--- src/rtl/cc_pkg.sv ---
// Shared constants, FSM state and error-bit indices for the CC pattern transmitter.
package cc_pkg;

  localparam int PATTERN_BITS = 223;
  localparam int N_CELLS      = 36;
  localparam int N_ACTIONS    = 10;
  localparam int N_STRIPES    = 4;

  // Field MSBs inside the packed pattern
  localparam int COLOR_MSB = 222;
  localparam int SROW_MSB  = 114;
  localparam int SCOL_MSB  = 102;
  localparam int STYPE_MSB = 90;
  localparam int AROW_MSB  = 86;
  localparam int ACOL_MSB  = 56;
  localparam int ACT_MSB   = 26;
  localparam int SCORE_MSB = 6;

  typedef enum logic [2:0] {
    ST_IDLE,
    ST_COLOR,
    ST_GAP,
    ST_ACTION,
    ST_WAIT,
    ST_REPORT
  } state_t;

  localparam int ERR_SCORE   = 0;
  localparam int ERR_TIMEOUT = 1;
  localparam int ERR_DOUBLE  = 2;
  localparam int ERR_PROTO   = 3;

  // 3-bit field starting at bit lsb; a shift keeps the select index width-clean
  function automatic logic [2:0] fld3(input logic [PATTERN_BITS-1:0] p, input int lsb);
    logic [PATTERN_BITS-1:0] s;
    s = p >> lsb;
    return s[2:0];
  endfunction

endpackage

--- src/rtl/cc_score_mon.sv ---
// Response checker: WAIT timeout counter, back-to-back out_valid check,
// idle-score check and score compare. Outputs are the flag values as they
// will be on the next edge, so the top can register them into the result.
module cc_score_mon
  import cc_pkg::*;
#(
  parameter int TIMEOUT = 500
) (
  input  logic       clk,
  input  logic       rst_n,
  input  logic       accept,
  input  state_t     state,
  input  logic       out_valid,
  input  logic [6:0] out_score,
  input  logic [6:0] exp_score,
  output logic       done,
  output logic [6:0] score_nxt,
  output logic [3:0] err_nxt
);

  logic [9:0] tmo_q;
  logic [6:0] score_q;
  logic       ov_q, dbl_q, proto_q;
  logic       active, in_wait, hit, tmo_hit, dbl_cur, proto_cur;

  // sampling window runs from the accept cycle through REPORT
  assign active    = accept || (state != ST_IDLE);
  assign in_wait   = (state == ST_WAIT);
  assign hit       = in_wait && out_valid;
  assign tmo_hit   = in_wait && !out_valid && (tmo_q == 10'(TIMEOUT - 1));
  assign done      = hit || tmo_hit;
  assign dbl_cur   = active && out_valid && ov_q;
  assign proto_cur = active && ((!out_valid && (out_score != '0)) || (out_valid && !in_wait));
  assign score_nxt = hit ? out_score : score_q;

  // flags seen so far for this pattern plus this cycle's sample
  always_comb begin
    err_nxt              = '0;
    err_nxt[ERR_SCORE]   = hit && (out_score != exp_score);
    err_nxt[ERR_TIMEOUT] = tmo_hit;
    err_nxt[ERR_DOUBLE]  = (dbl_q && !accept) || dbl_cur;
    err_nxt[ERR_PROTO]   = (proto_q && !accept) || proto_cur;
  end

  // timeout counter, captured score and sticky protocol flags
  always_ff @(posedge clk or negedge rst_n) begin
    if (!rst_n) begin
      tmo_q   <= '0;
      score_q <= '0;
      ov_q    <= 1'b0;
      dbl_q   <= 1'b0;
      proto_q <= 1'b0;
    end else begin
      tmo_q   <= in_wait ? tmo_q + 10'd1 : '0;
      ov_q    <= active && out_valid;
      dbl_q   <= active && err_nxt[ERR_DOUBLE];
      proto_q <= active && err_nxt[ERR_PROTO];
      if (accept)   score_q <= '0;
      else if (hit) score_q <= out_score;
    end
  end

endmodule

--- src/rtl/cc_pattern_tx.sv ---
// Serializes one packed 223-bit pattern onto the CC board-load and action
// streams, then reports the CC response.
// Optional response checker: define CC_PATTERN_TX_CHECK_EN.
module cc_pattern_tx
  import cc_pkg::*;
#(
  parameter int GAP_CYCLES = 1,
  parameter int TIMEOUT    = 500
) (
  input  logic                    clk,
  input  logic                    rst_n,
  input  logic                    pat_valid,
  output logic                    pat_ready,
  input  logic [PATTERN_BITS-1:0] pat_data,
  output logic                    in_valid_1,
  output logic                    in_valid_2,
  output logic [2:0]              in_color,
  output logic [5:0]              in_starting_pos,
  output logic                    in_stripe,
  output logic [1:0]              in_action,
  input  logic                    out_valid,
  input  logic [6:0]              out_score,
  output logic                    result_valid,
  output logic [6:0]              result_score,
  output logic [3:0]              result_err,
  output logic                    result_pass
);

  state_t                  state_q, state_d;
  logic [5:0]              cnt_q, cnt_d;
  logic [PATTERN_BITS-1:0] pat_q, pat_src;
  logic                    accept, wait_done;
  logic                    v1_d, v2_d, stripe_d, rv_d;
  logic [2:0]              color_d, t3;
  logic [5:0]              pos_d;
  logic [1:0]              act_d;
  logic [6:0]              mon_score;
  logic [3:0]              mon_err;
  int                      i;

  assign accept  = pat_valid && (state_q == ST_IDLE);
  // outputs are computed from the next state, so the accept cycle reads the bus directly
  assign pat_src = accept ? pat_data : pat_q;

`ifdef CC_PATTERN_TX_CHECK_EN
  cc_score_mon #(.TIMEOUT(TIMEOUT)) u_mon (
    .clk       (clk),
    .rst_n     (rst_n),
    .accept    (accept),
    .state     (state_q),
    .out_valid (out_valid),
    .out_score (out_score),
    .exp_score (pat_q[SCORE_MSB:0]),
    .done      (wait_done),
    .score_nxt (mon_score),
    .err_nxt   (mon_err)
  );
`else
  logic unused_ok;
  assign unused_ok = ^{out_valid, out_score, pat_q[SCORE_MSB:0], 10'(TIMEOUT)};
  assign wait_done = 1'b1;
  assign mon_score = '0;
  assign mon_err   = '0;
`endif

  // state, phase counter and latched pattern
  always_ff @(posedge clk or negedge rst_n) begin
    if (!rst_n) begin
      state_q <= ST_IDLE;
      cnt_q   <= '0;
      pat_q   <= '0;
    end else begin
      state_q <= state_d;
      cnt_q   <= cnt_d;
      if (accept) pat_q <= pat_data;
    end
  end

  // next-state and phase counter
  always_comb begin
    state_d = state_q;
    cnt_d   = cnt_q;
    case (state_q)
      ST_IDLE:   if (accept) begin state_d = ST_COLOR; cnt_d = '0; end
      ST_COLOR:  if (cnt_q == 6'(N_CELLS - 1)) begin state_d = ST_GAP; cnt_d = '0; end
                 else cnt_d = cnt_q + 6'd1;
      ST_GAP:    if (cnt_q == 6'(GAP_CYCLES - 1)) begin state_d = ST_ACTION; cnt_d = '0; end
                 else cnt_d = cnt_q + 6'd1;
      ST_ACTION: if (cnt_q == 6'(N_ACTIONS - 1)) begin
`ifdef CC_PATTERN_TX_CHECK_EN
                   state_d = ST_WAIT;
`else
                   state_d = ST_REPORT;
`endif
                   cnt_d = '0;
                 end else cnt_d = cnt_q + 6'd1;
      ST_WAIT:   if (wait_done) state_d = ST_REPORT;
      ST_REPORT: state_d = ST_IDLE;
      default:   state_d = ST_IDLE;
    endcase
  end

  // stream data for the upcoming cycle; everything is 0 outside its strobe
  always_comb begin
    i        = int'(cnt_d);
    v1_d     = (state_d == ST_COLOR);
    v2_d     = (state_d == ST_ACTION);
    rv_d     = (state_d == ST_REPORT);
    color_d  = '0;
    pos_d    = '0;
    stripe_d = 1'b0;
    act_d    = '0;
    t3       = '0;
    if (v1_d) begin
      color_d = fld3(pat_src, COLOR_MSB - 2 - 3 * i);
      if (i < N_STRIPES) begin
        pos_d    = {fld3(pat_src, SROW_MSB - 2 - 3 * i), fld3(pat_src, SCOL_MSB - 2 - 3 * i)};
        t3       = fld3(pat_src, STYPE_MSB - i);
        stripe_d = t3[0];
      end
    end else if (v2_d) begin
      pos_d = {fld3(pat_src, AROW_MSB - 2 - 3 * i), fld3(pat_src, ACOL_MSB - 2 - 3 * i)};
      t3    = fld3(pat_src, ACT_MSB - 1 - 2 * i);
      act_d = t3[1:0];
    end
  end

  // registered outputs
  always_ff @(posedge clk or negedge rst_n) begin
    if (!rst_n) begin
      pat_ready       <= 1'b1;
      in_valid_1      <= 1'b0;
      in_valid_2      <= 1'b0;
      in_color        <= '0;
      in_starting_pos <= '0;
      in_stripe       <= 1'b0;
      in_action       <= '0;
      result_valid    <= 1'b0;
      result_score    <= '0;
      result_err      <= '0;
      result_pass     <= 1'b0;
    end else begin
      pat_ready       <= (state_d == ST_IDLE);
      in_valid_1      <= v1_d;
      in_valid_2      <= v2_d;
      in_color        <= color_d;
      in_starting_pos <= pos_d;
      in_stripe       <= stripe_d;
      in_action       <= act_d;
      result_valid    <= rv_d;
      result_score    <= rv_d ? mon_score : '0;
      result_err      <= rv_d ? mon_err : '0;
      result_pass     <= rv_d && (mon_err == '0);
    end
  end

endmodule

--- config.mk ---
export PLATFORM = sky130hd
export DESIGN_NAME = cc_pattern_tx
export DESIGN_NICKNAME = d
export VERILOG_FILES = /design/src/rtl/cc_pkg.sv /design/src/rtl/cc_score_mon.sv /design/src/rtl/cc_pattern_tx.sv
export SDC_FILE = /design/constraint.sdc
export NUM_CORES = 1
export LEC_CHECK = 0
export CORE_ASPECT_RATIO = 1.2
export CORE_MARGIN = 10
export CORE_UTILIZATION = 53
export DETAILED_ROUTE_END_ITERATION = 7
export PLACE_DENSITY = 0.77
export SETUP_SLACK_MARGIN = 0.2
export SLEW_MARGIN = 40
export SYNTH_ARGS = -nofsm -noshare
export SYNTH_HDL_FRONTEND = slang
export SYNTH_SLANG_ARGS = --single-unit
--- constraint.sdc ---
create_clock -name clk -period 8.37 [get_ports clk]
set_input_delay 0.837 -clock clk [delete_from_list [all_inputs] [get_ports clk]]
set_output_delay 0.837 -clock clk [all_outputs]
set_load 0.02 [all_outputs]
==> reports/qor.txt <==
minimum clock period: 7.18 ns
RSZ-0062 raised after global routing: no
DIE HEIGHT: 262 um
number of synthesis warnings: 0
synthesized area: 25800 um^2
Hold Path Class: in -> async
CTS root buffer: clkbuf_16
IO Count: 262
crit path launch type: flip-flop
hold-fix buffers at CTS: 0
crit path max fanout: 15
clock tree buffer depth: 3
drt drc: 0
part of the cycle the worst path needs: 0.858
busiest grt layer: met2
grt met3 use: 0.125
CP Buf/Inv Count: 3
vias in the first global route: 24.3k
total wire length: 115000 um
sequential share of the synthesized area: 0.240
crit path capture type: flip-flop
outcome: completed
synthesized area per cell: 9.56 um^2
initial antenna violation count: 6
gr ovfl total: 0
die width: 221 um
met2 usage: 0.573
most frequent cells in the layout: mux2i_1 (462), nand2_1 (277), dfrtp_1 (247), inv_1 (245), clkdlybuf4s50_1 (241)
Crit Path Class: reg -> reg
initial core utilization: 0.537
Worst Tran Pin Value: 0.981 ns
Filler cells: 3832
Setup Skew: 0.0227 ns
Largest delay share family, worst path: compound AO/OA/AOI/OAI gates
Fmax achieved: 139 MHz
crit-path cells: inv_1 > ha_1 > nor3b_1 > o211ai_2 > a22oi_1 > nor3_1 > inv_1 > ha_1 > or4_1 > o211a_1 > o2111a_1 > o21ai_0 > ha_1 > nand2_1 > a21oi_1 > buf_4 > a211o_1 > a311oi_1 > o31a_1 > a211oi_1 > a22oi_1 > o32ai_1
Slew HR: 0.339
Final setup viols: 0
first-pass GRT wire length: 167000 um
met1 usage: 0.488
core area: 48100 um^2
Via density: 7.16
nets: 3121
CP Data Required Time: 8.88 ns
Num CTS Buffers: 28
Final Hold Viols: 0
Slowest-stage cell, CP: nor3_1
Area growth, synth to finish: 15.5%
number of flops mapped to enable cells by yosys: 0
Seq. cell area: 6210 um^2
Async SR Flop Fraction: 1.00
Iter 0 DRT Violations: 3949
row count: 88
placer's final routability congestion estimate: 1.03
Netlist cell types: 103
full die area: 58000 um^2
Tot GR Track Use: 0.381
WP data arrival: 7.69 ns
top_reg_cell synth: dfrtp_1
Multi-input gate area: 17500 um^2
largest net degree at the start of global routing: 134
most used cell, CP: ha_1
Mapped Cells: 2699
WL/cell: 32.8 um
commonest non-fill, non-tap cell in the layout: mux2i_1
HPWL Detailed: 87300 um
Clk Latency, worst-skew pair: 0.61 ns
worst stage delay on the critical path: 0.66 ns
#FFs+latches synth: 248
Slew Limit Fails: 0
Sink Count: 248
MaxCap Viol Count: 0
Setup Total Neg Slack: 0 ns
post-route ant nets: 0
# Post-CTS Setup Buffers: 0
clock slew at reported path FFs: 0.07 ns
CTS H-Tree Depth: 1
Vias: 25.2k
Port Buffer Count: 242
post-cts sizing count: 0
share of cells above drive strength 1: 0.161
TritonCTS clock tree: done
DRT Pass-1 Iters: 6
## layout make-up
class	instances	share of cell area
Antenna cell	5	0.000420
Multi-Input combinational cell	1984	0.588
Tap cell	630	0.0264
Clock buffer	39	0.0280
Inverter	248	0.0313
Clock inverter	11	0.00483
Sequential cell	248	0.208
Timing Repair Buffer	348	0.112
## synth_stat cells (all sizes together) (36+ instances only)
master / n / area (um^2)
inv: 247 / 930
nand2: 280 / 1060
a21oi: 126 / 638
mux2i: 470 / 4700
a211oi: 43 / 328
o21ai: 115 / 591
clkbuf: 60 / 226
dfrtp: 247 / 6180
xnor2: 38 / 382
mux4: 203 / 4570
nor3: 42 / 230
nor2: 125 / 469
nand3: 67 / 340
buf: 169 / 1170
mux2: 36 / 405
## kinds of logic after synthesis
logic type / count (synthesis) / share of synthesized area
mux: 709 / 0.375
simple gates: 613 / 0.107
buf+inv: 477 / 0.0903
fa+ha+maj: 29 / 0.0143
flops: 248 / 0.240
compound gates: 577 / 0.155
xor+xnor: 45 / 0.0174
other cells: 1 / 0.000145
## worst reg2reg max path: stages (launching register included)
cell,delay (ns)
dfrtp_1,0.64
inv_1,0.16
ha_1,0.24
nor3b_1,0.16
o211ai_2,0.36
a22oi_1,0.26
nor3_1,0.66
inv_1,0.27
ha_1,0.41
or4_1,0.56
o211a_1,0.21
o2111a_1,0.27
o21ai_0,0.12
ha_1,0.18
nand2_1,0.26
a21oi_1,0.66
buf_4,0.29
a211o_1,0.14
a311oi_1,0.09
o31a_1,0.33
a211oi_1,0.42
a22oi_1,0.23
o32ai_1,0.15
## worst paths after layout
check | slack (ns) | to | start | depth (start not counted)
min in group clk | 0.51 | pat_q[0] | pat_q[0] | 1
min | 0.13 | pat_q[84] | rst_n | 1
max | 1.19 | in_starting_pos[4] | cnt_q[0] | 22
max in group asynchronous | 7.06 | pat_q[134] | rst_n | 3
max reg2reg | 1.19 | in_starting_pos[4] | cnt_q[0] | 22
min reg2reg | 0.51 | pat_q[0] | pat_q[0] | 1
## metal layers
metal | vias up | wire length (um)
li1 | 10411 | -
met1 | 12451 | 42600
met2 | 1934 | 50300
met3 | 352 | 15500
met4 | 4 | 6620
met5 | - | 49
## stage by stage
step,instance area (um^2),hold slack [ns],util,std cells,setup WS [ns]
6_report,29800,0.129,0.619,3513,1.19
5_1_grt,29800,0.149,0.619,3508,0.949
4_1_cts,29700,0.128,0.618,3507,1.71
3_5_place_dp,28700,0.501,0.597,3457,1.36
3_3_place_gp,28700,0.483,0.596,3456,1.47
2_1_floorplan,25900,0.472,-,2709,2.12
## flip-flops by register name (all words and copies together) (netlist names)
| register | cells |
|---|---|
| pat_ready | 1 |
| in_valid_1 | 1 |
| in_color | 3 |
| pat_q | 223 |
| in_starting_pos | 6 |
| result_pass | 1 |
| state_q | 3 |
| cnt_q | 6 |
| in_stripe | 1 |
| in_action | 2 |
| in_valid_2 | 1 |
Power is not shown: default switching activity piles up to over one toggle a cycle in this logic, so the estimate is an artifact.
